===== src/rtl/br_amba_pkg.sv =====
// Shared APB constants for the br_amba family of blocks.
package br_amba;
  localparam int ApbProtWidth = 3;
  localparam int ApbStrbWidth = 4;
  localparam int ApbDataWidth = 32;
endpackage


===== src/rtl/br_arb_rr.sv =====
// Round-robin arbiter: combinational grant searching upward from a priority pointer.
// The pointer moves just past the winner whenever update is high and a grant exists.
module br_arb_rr #(
  parameter int NumRequesters = 2
) (
  input  logic                               clk,
  input  logic                               rst,
  input  logic [NumRequesters-1:0]           request,
  input  logic                               update,
  output logic [NumRequesters-1:0]           grant,
  output logic [$clog2(NumRequesters)-1:0]   grant_idx
);
  localparam int IdxWidth = $clog2(NumRequesters);
  localparam logic [IdxWidth:0]   NumReq  = (IdxWidth+1)'(NumRequesters);
  localparam logic [IdxWidth-1:0] LastIdx = IdxWidth'(NumRequesters - 1);

  logic [IdxWidth-1:0] ptr;
  logic [IdxWidth:0]   cand;
  logic                found;

  // Candidate k is (ptr + k) mod NumRequesters; the extra bit absorbs the wrap.
  always_comb begin
    grant     = '0;
    grant_idx = '0;
    found     = 1'b0;
    cand      = '0;
    for (int k = 0; k < NumRequesters; k++) begin
      cand = {1'b0, ptr} + (IdxWidth+1)'(k);
      if (cand >= NumReq) cand = cand - NumReq;
      if (!found && request[cand[IdxWidth-1:0]]) begin
        found     = 1'b1;
        grant_idx = cand[IdxWidth-1:0];
      end
    end
    if (found) grant[grant_idx] = 1'b1;
  end

  always_ff @(posedge clk or posedge rst) begin
    if (rst) begin
      ptr <= '0;
    end else if (update && found) begin
      ptr <= (grant_idx == LastIdx) ? '0 : grant_idx + 1'b1;
    end
  end
endmodule


===== src/rtl/br_amba_apb_arbiter.sv =====
// N:1 APB arbiter: round-robin grant, registered downstream request, combinational response demux.
// Request seen at t -> psel_out at t+1 -> penable_out at t+2; one transfer in flight, one IDLE cycle between.
module br_amba_apb_arbiter
  import br_amba::*;
#(
  parameter int NumRequesters = 2,
  parameter int AddrWidth     = 12
) (
  input  logic                                          clk,
  input  logic                                          rst,
  input  logic [NumRequesters-1:0][AddrWidth-1:0]       paddr_in,
  input  logic [NumRequesters-1:0]                      psel_in,
  input  logic [NumRequesters-1:0]                      penable_in,
  input  logic [NumRequesters-1:0][ApbProtWidth-1:0]    pprot_in,
  input  logic [NumRequesters-1:0][ApbStrbWidth-1:0]    pstrb_in,
  input  logic [NumRequesters-1:0]                      pwrite_in,
  input  logic [NumRequesters-1:0][ApbDataWidth-1:0]    pwdata_in,
  output logic [NumRequesters-1:0][ApbDataWidth-1:0]    prdata_out,
  output logic [NumRequesters-1:0]                      pready_out,
  output logic [NumRequesters-1:0]                      pslverr_out,
  output logic [AddrWidth-1:0]                          paddr_out,
  output logic                                          psel_out,
  output logic                                          penable_out,
  output logic [ApbProtWidth-1:0]                       pprot_out,
  output logic [ApbStrbWidth-1:0]                       pstrb_out,
  output logic                                          pwrite_out,
  output logic [ApbDataWidth-1:0]                       pwdata_out,
  input  logic [ApbDataWidth-1:0]                       prdata_in,
  input  logic                                          pready_in,
  input  logic                                          pslverr_in
);
  localparam int IdxWidth = $clog2(NumRequesters);

  typedef enum logic [1:0] {
    IDLE,
    SETUP,
    ACCESS
  } state_t;

  state_t                   state;
  logic [IdxWidth-1:0]      gnt_idx;
  logic [NumRequesters-1:0] arb_req;
  logic [NumRequesters-1:0] arb_grant;
  logic [IdxWidth-1:0]      arb_idx;
  logic                     arb_update;
  logic                     done;

  // Requests are only visible to the arbiter while no transfer is in flight.
  assign arb_req    = (state == IDLE) ? psel_in : '0;
  assign arb_update = |arb_req;
  assign done       = (state == ACCESS) && pready_in;

  br_arb_rr #(
    .NumRequesters(NumRequesters)
  ) u_arb (
    .clk       (clk),
    .rst       (rst),
    .request   (arb_req),
    .update    (arb_update),
    .grant     (arb_grant),
    .grant_idx (arb_idx)
  );

  always_ff @(posedge clk or posedge rst) begin
    if (rst) begin
      state       <= IDLE;
      gnt_idx     <= '0;
      paddr_out   <= '0;
      psel_out    <= 1'b0;
      penable_out <= 1'b0;
      pprot_out   <= '0;
      pstrb_out   <= '0;
      pwrite_out  <= 1'b0;
      pwdata_out  <= '0;
    end else begin
      case (state)
        IDLE: begin
          if (arb_update) begin
            gnt_idx     <= arb_idx;
            paddr_out   <= paddr_in[arb_idx];
            pprot_out   <= pprot_in[arb_idx];
            pstrb_out   <= pstrb_in[arb_idx];
            pwrite_out  <= pwrite_in[arb_idx];
            pwdata_out  <= pwdata_in[arb_idx];
            psel_out    <= 1'b1;
            penable_out <= 1'b0;
            state       <= SETUP;
          end
        end
        SETUP: begin
          penable_out <= 1'b1;
          state       <= ACCESS;
        end
        ACCESS: begin
          // Upstream psel drops during the transfer are ignored; only the target ends it.
          if (pready_in) begin
            paddr_out   <= '0;
            psel_out    <= 1'b0;
            penable_out <= 1'b0;
            pprot_out   <= '0;
            pstrb_out   <= '0;
            pwrite_out  <= 1'b0;
            pwdata_out  <= '0;
            state       <= IDLE;
          end
        end
        default: state <= IDLE;
      endcase
    end
  end

  always_comb begin
    pready_out  = '0;
    pslverr_out = '0;
    prdata_out  = '0;
    if (done) begin
      pready_out[gnt_idx]  = 1'b1;
      pslverr_out[gnt_idx] = pslverr_in;
      prdata_out[gnt_idx]  = prdata_in;
    end
  end

`ifndef SYNTHESIS
  for (genvar i = 0; i < NumRequesters; i++) begin : g_req_chk
    a_req_stable : assert property (@(posedge clk) disable iff (rst)
      psel_in[i] && !pready_out[i] |=>
        $stable(paddr_in[i]) && $stable(pprot_in[i]) && $stable(pstrb_in[i]) &&
        $stable(pwrite_in[i]) && $stable(pwdata_in[i]));
    a_req_enable : assert property (@(posedge clk) disable iff (rst)
      penable_in[i] |-> psel_in[i]);
  end

  a_grant_onehot : assert property (@(posedge clk) disable iff (rst) $onehot0(arb_grant));

  a_down_stable : assert property (@(posedge clk) disable iff (rst)
    psel_out && !done |=>
      psel_out && $stable(paddr_out) && $stable(pprot_out) && $stable(pstrb_out) &&
      $stable(pwrite_out) && $stable(pwdata_out));
`endif
endmodule


===== config.mk =====
export PLATFORM = sky130hd
export DESIGN_NAME = br_amba_apb_arbiter
export DESIGN_NICKNAME = d
export VERILOG_FILES = /design/src/rtl/br_amba_pkg.sv /design/src/rtl/br_arb_rr.sv /design/src/rtl/br_amba_apb_arbiter.sv
export SDC_FILE = /design/constraint.sdc
export NUM_CORES = 1
export LEC_CHECK = 0
export CORE_ASPECT_RATIO = 2
export CORE_MARGIN = 5
export CORE_UTILIZATION = 25
export DETAILED_ROUTE_END_ITERATION = 16
export MAX_ROUTING_LAYER = met4
export PLACE_DENSITY_LB_ADDON = 0.3
export RECOVER_POWER = 50
export SLEW_MARGIN = 30
export SYNTH_ARGS = -nofsm -noshare
export SYNTH_HDL_FRONTEND = slang
export SYNTH_HIERARCHICAL = 1
export SYNTH_SLANG_ARGS = --single-unit

===== constraint.sdc =====
create_clock -name clk -period 2.6 [get_ports clk]
set_clock_uncertainty 0.15 [all_clocks]
set_input_delay 0.39 -clock clk [delete_from_list [all_inputs] [get_ports clk]]
set_output_delay 0.39 -clock clk [all_outputs]
set_load 0.02 [all_outputs]

After elaboration in Yosys (flattened, before gate mapping)
Index checks and enable logic that the tools add are counted.
{"block": "word_totals", "ff_bits": 58, "input_bits": 144, "output_inout_bits": 122, "elab_cells": 91}
{"block": "classes", "n_addsub": 4, "magnitude_cmp": 7, "n_eq_ne": 4, "mux": 51, "bitwise": 2, "n_reduce_logical": 13}
{"op": "two-way mux 32 bit", "n": 5}
{"op": "bitwise AND 64 bit", "n": 1}
{"op": "two-way mux 64 bit", "n": 1}
{"op": "case mux 32 bit (2 select lines)", "n": 1}
{"op": "two-way mux 12 bit", "n": 4}
{"op": "demux 32 bit (select 1 bit)", "n": 1}
{"op": "case mux 12 bit (2 select lines)", "n": 1}
{"op": "two-way mux 1 bit", "n": 18}
{"op": "two-way mux 4 bit", "n": 4}
{"op": "two-way mux 3 bit", "n": 4}
{"op": "two-way mux 2 bit", "n": 5}
{"op": "less-than comparator 1 x 2 -> 1 bit (second input constant)", "n": 4}
{"op": "case mux 4 bit (2 select lines)", "n": 1}
{"op": "case mux 2 bit (3 select lines)", "n": 1}
{"op": "case mux 3 bit (2 select lines)", "n": 1}
{"op": "AND reduction 3 bit", "n": 2}
{"op": "logical AND 1 bit", "n": 4}
{"op": "case mux 1 bit (2 select lines)", "n": 2}
{"op": "AND reduction 2 bit", "n": 2}
{"op": "case mux 1 bit (3 select lines)", "n": 1}
{"op": "nonzero test 3 bit", "n": 1}
{"op": "adder 1 x 1 -> 2 bit (second input constant)", "n": 1}
{"op": "bitwise AND 2 bit", "n": 1}
{"op": "== test 2 x 1 -> 1 bit (second input constant)", "n": 1}
{"op": "13 further kinds", "n": 14}

Depth between registers and ports, before layout
Gate-level depths: netlist (run 1).
{"block": "logic_depth", "depth_word": 12, "ltp_mapped": 8, "mapped_depth_nobuf": 5}

Hierarchy
Netlist (run 1), hierarchy kept.
{"module": "br_amba_apb_arbiter", "n_inst": 1, "cells_each": 324, "area_each_um2": 3489.6, "seq_area_each_um2": 1426.4}
{"module": "br_arb_rr", "n_inst": 1, "cells_each": 8, "area_each_um2": 66.3, "seq_area_each_um2": 25.0}

Worst setup path before layout (run 1)
OpenSTA, ideal clock, no wires.
{"block": "synth_timing", "path_kind": "reg2reg", "startpoint": "register state[0]", "endpoint": "register paddr_out[8]", "arrival_time_ps": 1918, "required_ps": 2323, "setup_slack_ps": 405, "stages_incl_launch_ff": 9, "cell_sequence": "dfrtp_1 buf_2 nor3b_1 a21boi_1 buf_2 buf_2 mux2i_1 nor2_1 mux2_1"}
{"block": "synth_via", "elab_chain_cells": 12, "word_cells_on_any_way": 21, "classes_between": "eq/ne (3); mux (12); reduce/logical (6)"}
{"element": "start, declared", "line": "br_amba_apb_arbiter.sv:40", "rtl": "state_t state;"}
{"element": "start signal, assigned", "line": "br_amba_apb_arbiter.sv:66", "rtl": "state <= IDLE;"}
{"element": "start signal, assigned", "line": "br_amba_apb_arbiter.sv:87", "rtl": "state <= SETUP;"}
{"element": "start signal, assigned", "line": "br_amba_apb_arbiter.sv:92", "rtl": "state <= ACCESS;"}
{"element": "logical NOT 2 bit *", "line": "br_amba_apb_arbiter.sv:49", "rtl": "assign arb_req = (state == IDLE) ? psel_in : '0;"}
{"element": "two-way mux 2 bit *", "line": "br_amba_apb_arbiter.sv:49"}
{"element": "via arb_req[1]", "line": "br_amba_apb_arbiter.sv:42", "rtl": "logic [NumRequesters-1:0] arb_req;"}
{"element": "two-way mux 1 bit (implied by the code) (2 in series)", "line": "br_arb_rr.sv:30", "rtl": "if (!found && request[cand[IdxWidth-1:0]]) begin"}
{"element": "two-way mux 1 bit", "line": "br_arb_rr.sv:30"}
{"element": "logical NOT 1 bit", "line": "br_arb_rr.sv:30"}
{"element": "logical AND 1 bit", "line": "br_arb_rr.sv:30"}
{"element": "two-way mux 1 bit *", "line": "br_arb_rr.sv:30"}
{"element": "via arb_idx", "line": "br_amba_apb_arbiter.sv:44", "rtl": "logic [IdxWidth-1:0] arb_idx;"}
{"element": "two-way mux 12 bit (implied by the code) * (2 in series)", "line": "br_amba_apb_arbiter.sv:80", "rtl": "paddr_out <= paddr_in[arb_idx];"}
{"element": "two-way mux 12 bit *", "line": "br_amba_apb_arbiter.sv:78", "rtl": "if (arb_update) begin"}
{"element": "case mux 12 bit (2 select lines) *", "line": "br_amba_apb_arbiter.sv:76", "rtl": "case (state)"}
{"element": "end signal, assigned", "line": "br_amba_apb_arbiter.sv:80"}
{"element": "end, declared", "line": "br_amba_apb_arbiter.sv:21", "rtl": "output logic [AddrWidth-1:0] paddr_out,"}
Mark *: on every way through the listed nets, which the timed path passes. The rest lies on a longest branch. The select of a mux whose other input is x is not followed.
A chain may end at the register's enable or synchronous reset.

==> results of run 1 <==
[repair_timing]
item / 4_1_cts / 5_1_grt
gates cloned: 0 / 0
setup endpoints to repair: 50 / 15
resized for setup: 50 / 15
[path summary, 6_finish.rpt]
| kind | endpoint | cells after the start |
|---|---|---|
| max in group asynchronous | penable_out | 3 |
| min in group clk | pwdata_out[27] | 1 |
| min reg2reg | pwdata_out[27] | 1 |
| min | u_arb/ptr | 2 |
| max | prdata_out[62] | 5 |
| max reg2reg | pwdata_out[1] | 7 |
[power by group through the flow]
stage / Clock [W] / Combinational [W] / Sequential (W)
floorplan: 0 / 0.00182 / 0.00209
global placement: 0 / 0.00396 / 0.00159
detailed placement: 0 / 0.00404 / 0.00161
CTS: 0.00142 / 0.00398 / 0.00160
global route: 0.00147 / 0.00397 / 0.00164
finish: 0.00138 / 0.00370 / 0.00157
[critical path, stage by stage (launching register included)]
cell and delay [ns]:
dfrtp_1 0.40, nor2b_4 0.17, and3_1 0.23, buf_12 0.14
and2_1 0.12, clkdlybuf4s50_1 0.59
[layer usage]
layer  vias up  global-route usage (%)  share of wire (%)
met5         -                       -                  0
met4         0                    5.55                2.3
met3        17                    2.70                6.0
met2       159                    29.9                 61
met1      1611                    13.1                 31
li1       1637                       -                  -
[sequential cells by signal, summed over array words and instances, names as in the netlist]
name / flops
state: 2
pwdata_out: 32
penable_out: 1
paddr_out: 12
psel_out: 1
pwrite_out: 1
pstrb_out: 4
u_arb/ptr: 1
pprot_out: 3
gnt_idx: 1
[stage by stage]
| stage | setup slack [ns] | area, um2 | util [%] | hold slack (ns) | TNS [ns] |
|---|---|---|---|---|---|
| after floorplan | 0.497 | 3540 | - | -0.0313 | 0 |
| after global placement | -0.0753 | 6470 | 46.6 | 0.321 | -1.04 |
| after detailed placement | -0.111 | 6470 | 46.6 | 0.325 | -2.51 |
| after CTS | 0.00200 | 6760 | 48.7 | 0.116 | 0 |
| after global routing | 0.00170 | 6770 | 48.7 | 0.244 | 0 |
| final | 0.0941 | 6770 | 48.7 | 0.239 | 0 |
[final cells by class]
class                      instances  area (um2)  share of cell area [%]
clock inverter                     4        97.6                    1.44
antenna                            1        2.50                  0.0370
inverter                           4        15.0                   0.222
multi-input combinational        242        1930                    28.5
tap                              189         236                    3.50
clock buffer                      12         256                    3.79
timing repair buffer             281        2780                    41.1
sequential                        58        1450                    21.5
==> results_dict.tcl, run 1 <==
set metrics [dict create \
    rsz0062_at_grt "false" \
    combPwrFrac_pct 55.6 \
    hold_buffers 0 \
    cts_root_buf "clkbuf_16" \
    cts_buffer_depth 2 \
    boundaryPins 266 \
    drt-pass1-iter-count 4 \
    grt_pass1_wl_mm 18.7 \
    power_frac_seq_pct 23.7 \
    via_per_inst 4.33 \
    max_freq_mhz 399 \
    core-area_um2 13900 \
    cellInternalPower_w 0.00422 \
    path_max_fanout 18 \
    synthesis.area_um2 3540 \
    cts_made_buffers 9 \
    grt_pass1_vias 3726 \
    cp.required_ns 2.06 \
    yosys_warnings 6 \
    drc 0 \
    synth_nets 474 \
    status "completed" \
    grt_max_degree 54 \
    final_common_cell "clkdlybuf4s50_1" \
    post-route-min-period_ns 2.51 \
    reg2reg_slack_ns 0.19 \
    vias 3424 \
    final_cell_mix "clkdlybuf4s50_1 (142), and2_1 (66), dfrtp_1 (58)" \
    avgSynthCellArea_um2 10.7 \
    relSlewSlack_pct 43.6 \
    hold_viol 0 \
    insertion_delay_ns 0.31 \
    syn_inst 330 \
    antenna_found_initial 1 \
    post-dp-hpwl_mm 10.2 \
    power_leakage_nw 3.35 \
    cts_htree_levels 3 \
    endpoint_kind "primary output" \
    dp_cells 774 \
    crit_start "state[1]" \
    drv_slew 0 \
    rows 61 \
    min_period_over_period_pct 96.4 \
    finalNonFillerCells 791 \
    fill_cells 1361 \
    worstHoldPathType "in2async" \
    nets 740 \
    syn_to_final_growth_pct 91.1 \
    cap_violations 0 \
    worst_pin_slew_ns 0.845 \
    switching_share_pct 36.6 \
    setup_viol_count_final 0 \
    cp.arrival_ns 1.97 \
    drive_gt1_share_pct 13.5 \
    die_area_um2 16800 \
    wl_per_cell_um 15.5 \
    critPathKind "reg2out" \
    switchingPower_w 0.00243 \
    r2r_start "state[1]" \
    initial_core_util_pct 25.5 \
    path_clk_slew_ns 0.05 \
    drt_wl_total_mm 12.3 \
    drt_iter0_markers 63 \
    pwr-share-clk_pct 20.7 \
    cts_tree "yes" \
    die_y_um 178 \
    p_total_w 0.00665 \
    grt_usage_pct 14.8 \
    p_per_area_nw_per_um2 983 \
    ir_drop_mv 0.489 \
    startpoint_type "flip-flop" \
    grt.overflow.total 0 \
    dieWidth_um 94.2 \
    post-cts-setup-buffer-count 0 \
    cts_sinks 58 \
    drtAntennaViolNets 0 \
    numPortBuffers 263 \
    place_congestion 0.735 \
]
Power figures use the tool's default switching activity.
==> run 2: changes to the inputs <==
--- a/config.mk
+++ b/config.mk
@@ -7,7 +7,7 @@
 export LEC_CHECK = 0
 export CORE_ASPECT_RATIO = 2
 export CORE_MARGIN = 5
-export CORE_UTILIZATION = 25
+export CORE_UTILIZATION = 35
 export DETAILED_ROUTE_END_ITERATION = 16
 export MAX_ROUTING_LAYER = met4
 export PLACE_DENSITY_LB_ADDON = 0.3
==> run 2 against run 1 <==
Net effect:
- non-clock buffer count decreased by 5
- clock power decreased by 9%
- clock-buffer cell count decreased by 1
==> results_dict.tcl, run 2 (same netlist as run 1, synthesis figures left out) <==
set metrics [dict create \
    status "completed" \
    cts_buffer_depth 2 \
    cts_made_buffers 9 \
    cp.arrival_ns 1.93 \
    cap_violations 0 \
    post-dp-hpwl_mm 9.83 \
    relSlewSlack_pct 24.2 \
    rows 52 \
    place_congestion 0.760 \
    max_freq_mhz 405 \
    top_register "pwdata_out" \
    grt_usage_pct 19.6 \
    drc 0 \
    final_cell_mix "clkdlybuf4s50_1 (140), and2_1 (66), dfrtp_1 (57)" \
    fin_ws_ns 0.132 \
    wl_per_cell_um 16.3 \
    insertion_delay_ns 0.32 \
    drt_wl_total_mm 11.9 \
    drive_gt1_share_pct 13.1 \
    finalNonFillerCells 731 \
    cts_tree "yes" \
    dieWidth_um 81.1 \
    syn_to_final_growth_pct 87.0 \
    utilization_pct 66.1 \
    worst_pin_slew_ns 1.14 \
    antenna_found_initial 0 \
    setup_viol_count_final 0 \
    drtAntennaViolNets 0 \
    die_y_um 152 \
    die_area_um2 12400 \
    boundaryPins 266 \
    grt_max_degree 54 \
    crit_start "state[1]" \
    drt-pass1-iter-count 4 \
    numPortBuffers 263 \
    grt.overflow.total 0 \
    critPathKind "reg2out" \
    reg_top3 "pwdata_out: 32 flops, paddr_out: 12 flops, pstrb_out: 4 flops" \
    holdWs_ns 0.214 \
    place_ws_ns -0.0496 \
    ir_drop_mv 0.683 \
    worstHoldPathType "in2async" \
    dp_cells 715 \
    final_common_cell "clkdlybuf4s50_1" \
    drt_iter0_markers 65 \
    num_antenna_cells 0 \
    rsz0062_at_grt "false" \
    cts_sinks 58 \
    fill_cells 866 \
    initial_core_util_pct 35.3 \
    p_per_area_nw_per_um2 977 \
    hold_buffers 0 \
    path_max_fanout 19 \
    path_clk_slew_ns 0.05 \
    cts_htree_levels 3 \
    post-cts-setup-buffer-count 0 \
    cts.repair.resized 53 \
    largest_reg_flops 32 \
    core-area_um2 10000 \
    grt_pass1_vias 3671 \
    grt_pass1_wl_mm 18.1 \
    r2r_start "state[0]" \
    hold_viol 0 \
    cp.required_ns 2.06 \
    post-route-min-period_ns 2.47 \
    via_per_inst 4.68 \
    endpoint_kind "primary output" \
    vias 3419 \
    nets 735 \
    min_period_over_period_pct 94.9 \
    startpoint_type "flip-flop" \
    fin_setup_tns_ns 0 \
    cts_root_buf "clkbuf_16" \
    ff2ff_path_depth 7 \
    drv_slew 0 \
    power_leakage_nw 3.30 \
]
## run 2: layout make-up
cell class	instances	area, um2	share of cell area (%)
clock inverter	5	77.6	1.17
inverter	4	15.0	0.227
timing repair buffer	276	2740	41.4
tap	135	169	2.55
clock buffer	11	243	3.67
multi-input combinational	242	1930	29.1
sequential	58	1450	21.9
## run 2: stage by stage
| step | instance area (um2) | power (W) |
|---|---|---|
| finish | 6620 | 0.00647 |
| global route | 6620 | 0.00689 |
| global placement | 6350 | 0.00546 |
| floorplan | 3540 | 0.00391 |
| detailed placement | 6350 | 0.00554 |
| CTS | 6610 | 0.00678 |
## run 2: path summary, 6_finish.rpt
check / endpoint / slack [ns]
worst max-delay path: pready_out[1] / 0.13
worst max register to register: pprot_out[1] / 0.27
worst min-delay path: u_arb/ptr / 0.21
min in group clk: pstrb_out[2] / 0.32
worst min register to register: pstrb_out[2] / 0.32
max in group asynchronous: state[1] / 0.86
## run 2: routing by layer
metal	wire [um]	global-route usage, %	part of all wire [%]	vias up
li1	-	-	-	1630
met1	3590	16.8	30	1578
met2	6840	37.3	57	185
met3	1120	5.15	9.4	26
met4	377	9.19	3.2	0
met5	0	-	0	-
## run 2: critical path: stages, from the launching register on
cell and delay (ns):
dfrtp_2 0.44, nor2b_4 0.17, and3_1 0.18, buf_4 0.19, clkdlybuf4s50_1 0.63
## run 2: power breakdown
part / total [W] / leakage [nW] / internal [W] / switching [W]
Combinational: 0.00364 / 2.44 / 0.00184 / 0.00180
Sequential: 0.00158 / 0.705 / 0.00136 / 0.000220
Clock: 0.00125 / 0.156 / 0.000860 / 0.000389
==> run 3: changes to the inputs <==
--- a/config.mk
+++ b/config.mk
@@ -6,9 +6,10 @@
 export NUM_CORES = 1
 export LEC_CHECK = 0
 export CORE_ASPECT_RATIO = 2
-export CORE_MARGIN = 5
+export CORE_MARGIN = 2
 export CORE_UTILIZATION = 35
 export DETAILED_ROUTE_END_ITERATION = 16
+export HOLD_SLACK_MARGIN = 0.06
 export MAX_ROUTING_LAYER = met4
 export PLACE_DENSITY_LB_ADDON = 0.3
 export RECOVER_POWER = 50
==> run 3 against run 2 <==
Net effect:
- cell area increased by 0.66%
- routed wire length decreased by 13%
- register-to-register slack got worse by 0.02 ns
- worst hold slack improved by 0.025 ns
- maximum frequency increased by 1.3%
- via count decreased by 2.2%
- die area decreased by 11%
- clock power decreased by 11%
- sequential share of layout area decreased by 0.16 points
- critical path type is now in2out
- largest power group unchanged
==> results_dict.tcl, run 3 (same netlist as run 1, synthesis figures left out) <==
set metrics [dict create \
    status "completed" \
    worstHoldPathType "in2async" \
    p_per_area_nw_per_um2 945 \
    core-area_um2 9950 \
    grt_pass1_vias 3236 \
    top_register "pwdata_out" \
    dieWidth_um 75.1 \
    relSlewSlack_pct 7.49 \
    drt-pass1-iter-count 4 \
    initial_core_util_pct 35.6 \
    drtAntennaViolNets 0 \
    nets 737 \
    drt_wl_total_mm 10.4 \
    drive_gt1_share_pct 12.9 \
    path_delay_family "buffers and inverters" \
    cp.required_ns 2.06 \
    place_congestion 0.774 \
    cap_violations 0 \
    num_antenna_cells 0 \
    grt_max_degree 54 \
    critPathMaxStageDelay_ns 0.61 \
    drv_slew 0 \
    hold_buffers 0 \
    worst_pin_slew_ns 1.39 \
    via_per_inst 4.57 \
    grt_pass1_wl_mm 16.3 \
    min_period_over_period_pct 93.7 \
    largest_reg_flops 32 \
    syn_to_final_growth_pct 88.3 \
    final_common_cell "clkdlybuf4s50_1" \
    postLayoutCellArea_um2 6670 \
    vias 3345 \
    cts_htree_levels 3 \
    path_max_fanout 34 \
    drt_iter0_markers 88 \
    cts_tree "yes" \
    ir_drop_mv 0.558 \
    crit_path_frequent_cell "clkdlybuf4s50_1" \
    grt.overflow.total 0 \
    rows 52 \
    post-dp-hpwl_mm 8.10 \
    cts_made_buffers 9 \
    cts_sinks 58 \
    startpoint_type "primary input" \
    critPathBufInv 3 \
    grt_usage_pct 19.5 \
    wl_per_cell_um 14.2 \
    p_total_w 0.00630 \
    critPathKind "in2out" \
    reg_top3 "pwdata_out: 32 flops, paddr_out: 12 flops, pstrb_out: 4 flops" \
    insertion_delay_ns 0.31 \
    die_y_um 146 \
    post-route-min-period_ns 2.44 \
    placed_cell_area_um2 6360 \
    endpoint_kind "primary output" \
    numPortBuffers 263 \
    cp.depth 4 \
    boundaryPins 266 \
    antenna_found_initial 0 \
    path_clk_slew_ns 0.05 \
    rsz0062_at_grt "false" \
    power_leakage_nw 3.56 \
    ff2ff_path_depth 7 \
    max_freq_mhz 410 \
    hold_viol 0 \
    cts_buffer_depth 2 \
    die_area_um2 11000 \
    path_cells "clkdlybuf4s50_1 > and3_1 > buf_12 > clkdlybuf4s50_1" \
    cp.arrival_ns 1.90 \
    cts_root_buf "clkbuf_16" \
    slowest_stage "clkdlybuf4s50_1" \
    drc 0 \
    setup_viol_count_final 0 \
    final_cell_mix "clkdlybuf4s50_1 (140), and2_1 (66), dfrtp_1 (58)" \
]
[run 3: cell types whose count changed in the layout (fill, tap and decap cells not counted), sizes merged]
cell | previous run | this run
dlygate4sd2 | 52 | 33
clkbuf | 14 | 20
dlymetal6s2s | 14 | 33
clkinv | 2 | 3
inv | 4 | 3
buf | 11 | 9
clkinvlp | 1 | 0
bufinv | 2 | 0
[run 3: worst register-to-register path, cell delays in order, from the launching register on]
cell and delay, ns:
dfrtp_1 0.41, clkbuf_1 0.19, nor3b_1 0.31, a21boi_4 0.30
buf_12 0.25, mux2i_1 0.23, nor2_1 0.06, mux2_1 0.33
[run 3: layer usage]
layer,GRT usage (%),share of wire (%)
met2,29.9,48
met3,5.38,8.8
met5,-,0
met1,25.2,42
met4,5.27,1.3
[run 3: cell type report]
| cell class | instances | area, um2 |
|---|---|---|
| multi-input cells | 242 | 1930 |
| clock buffers | 13 | 280 |
| well taps | 135 | 169 |
| repair buffers | 278 | 2820 |
| inverters | 4 | 15.0 |
| flip-flops and latches | 58 | 1450 |
| clock inverters | 2 | 10.0 |
| fillers | 834 | 3290 |
[run 3: power breakdown]
| part | switching, W | internal (W) |
|---|---|---|
| clock | 0.000376 | 0.000738 |
| sequential | 0.000217 | 0.00136 |
| combinational | 0.00176 | 0.00185 |
[run 3: worst paths after layout]
path | startpoint | to | slack, ns
max in group asynchronous | rst | pwdata_out[8] | 0.61
max | pready_in | pready_out[1] | 0.16
max reg2reg | state[1] | pwdata_out[30] | 0.25
min reg2reg | pwdata_out[29] | pwdata_out[29] | 0.33
min | rst | u_arb/ptr | 0.24
min in group clk | pwdata_out[29] | pwdata_out[29] | 0.33
[run 3: through the flow]
| step | std cells | setup TNS [ns] | worst slack (ns) | utilization (%) | hold WS [ns] |
|---|---|---|---|---|---|
| 6_report | 732 | 0 | 0.163 | 67.0 | 0.239 |
| 5_1_grt | 732 | 0 | 0.0439 | 67.0 | 0.242 |
| 4_1_cts | 732 | 0 | 0.0108 | 66.4 | 0.108 |
| 3_5_place_dp | 717 | -0.335 | -0.0326 | 63.9 | 0.325 |
| 3_3_place_gp | 717 | -0.0230 | -0.0109 | 63.9 | 0.316 |
| 2_1_floorplan | 330 | 0 | 0.497 | - | -0.0313 |
[run 3: what timing repair did]
item	4_1_cts	5_1_grt
setup endpoints to repair	33	34
resized for setup	34	34
setup buffers	0	0
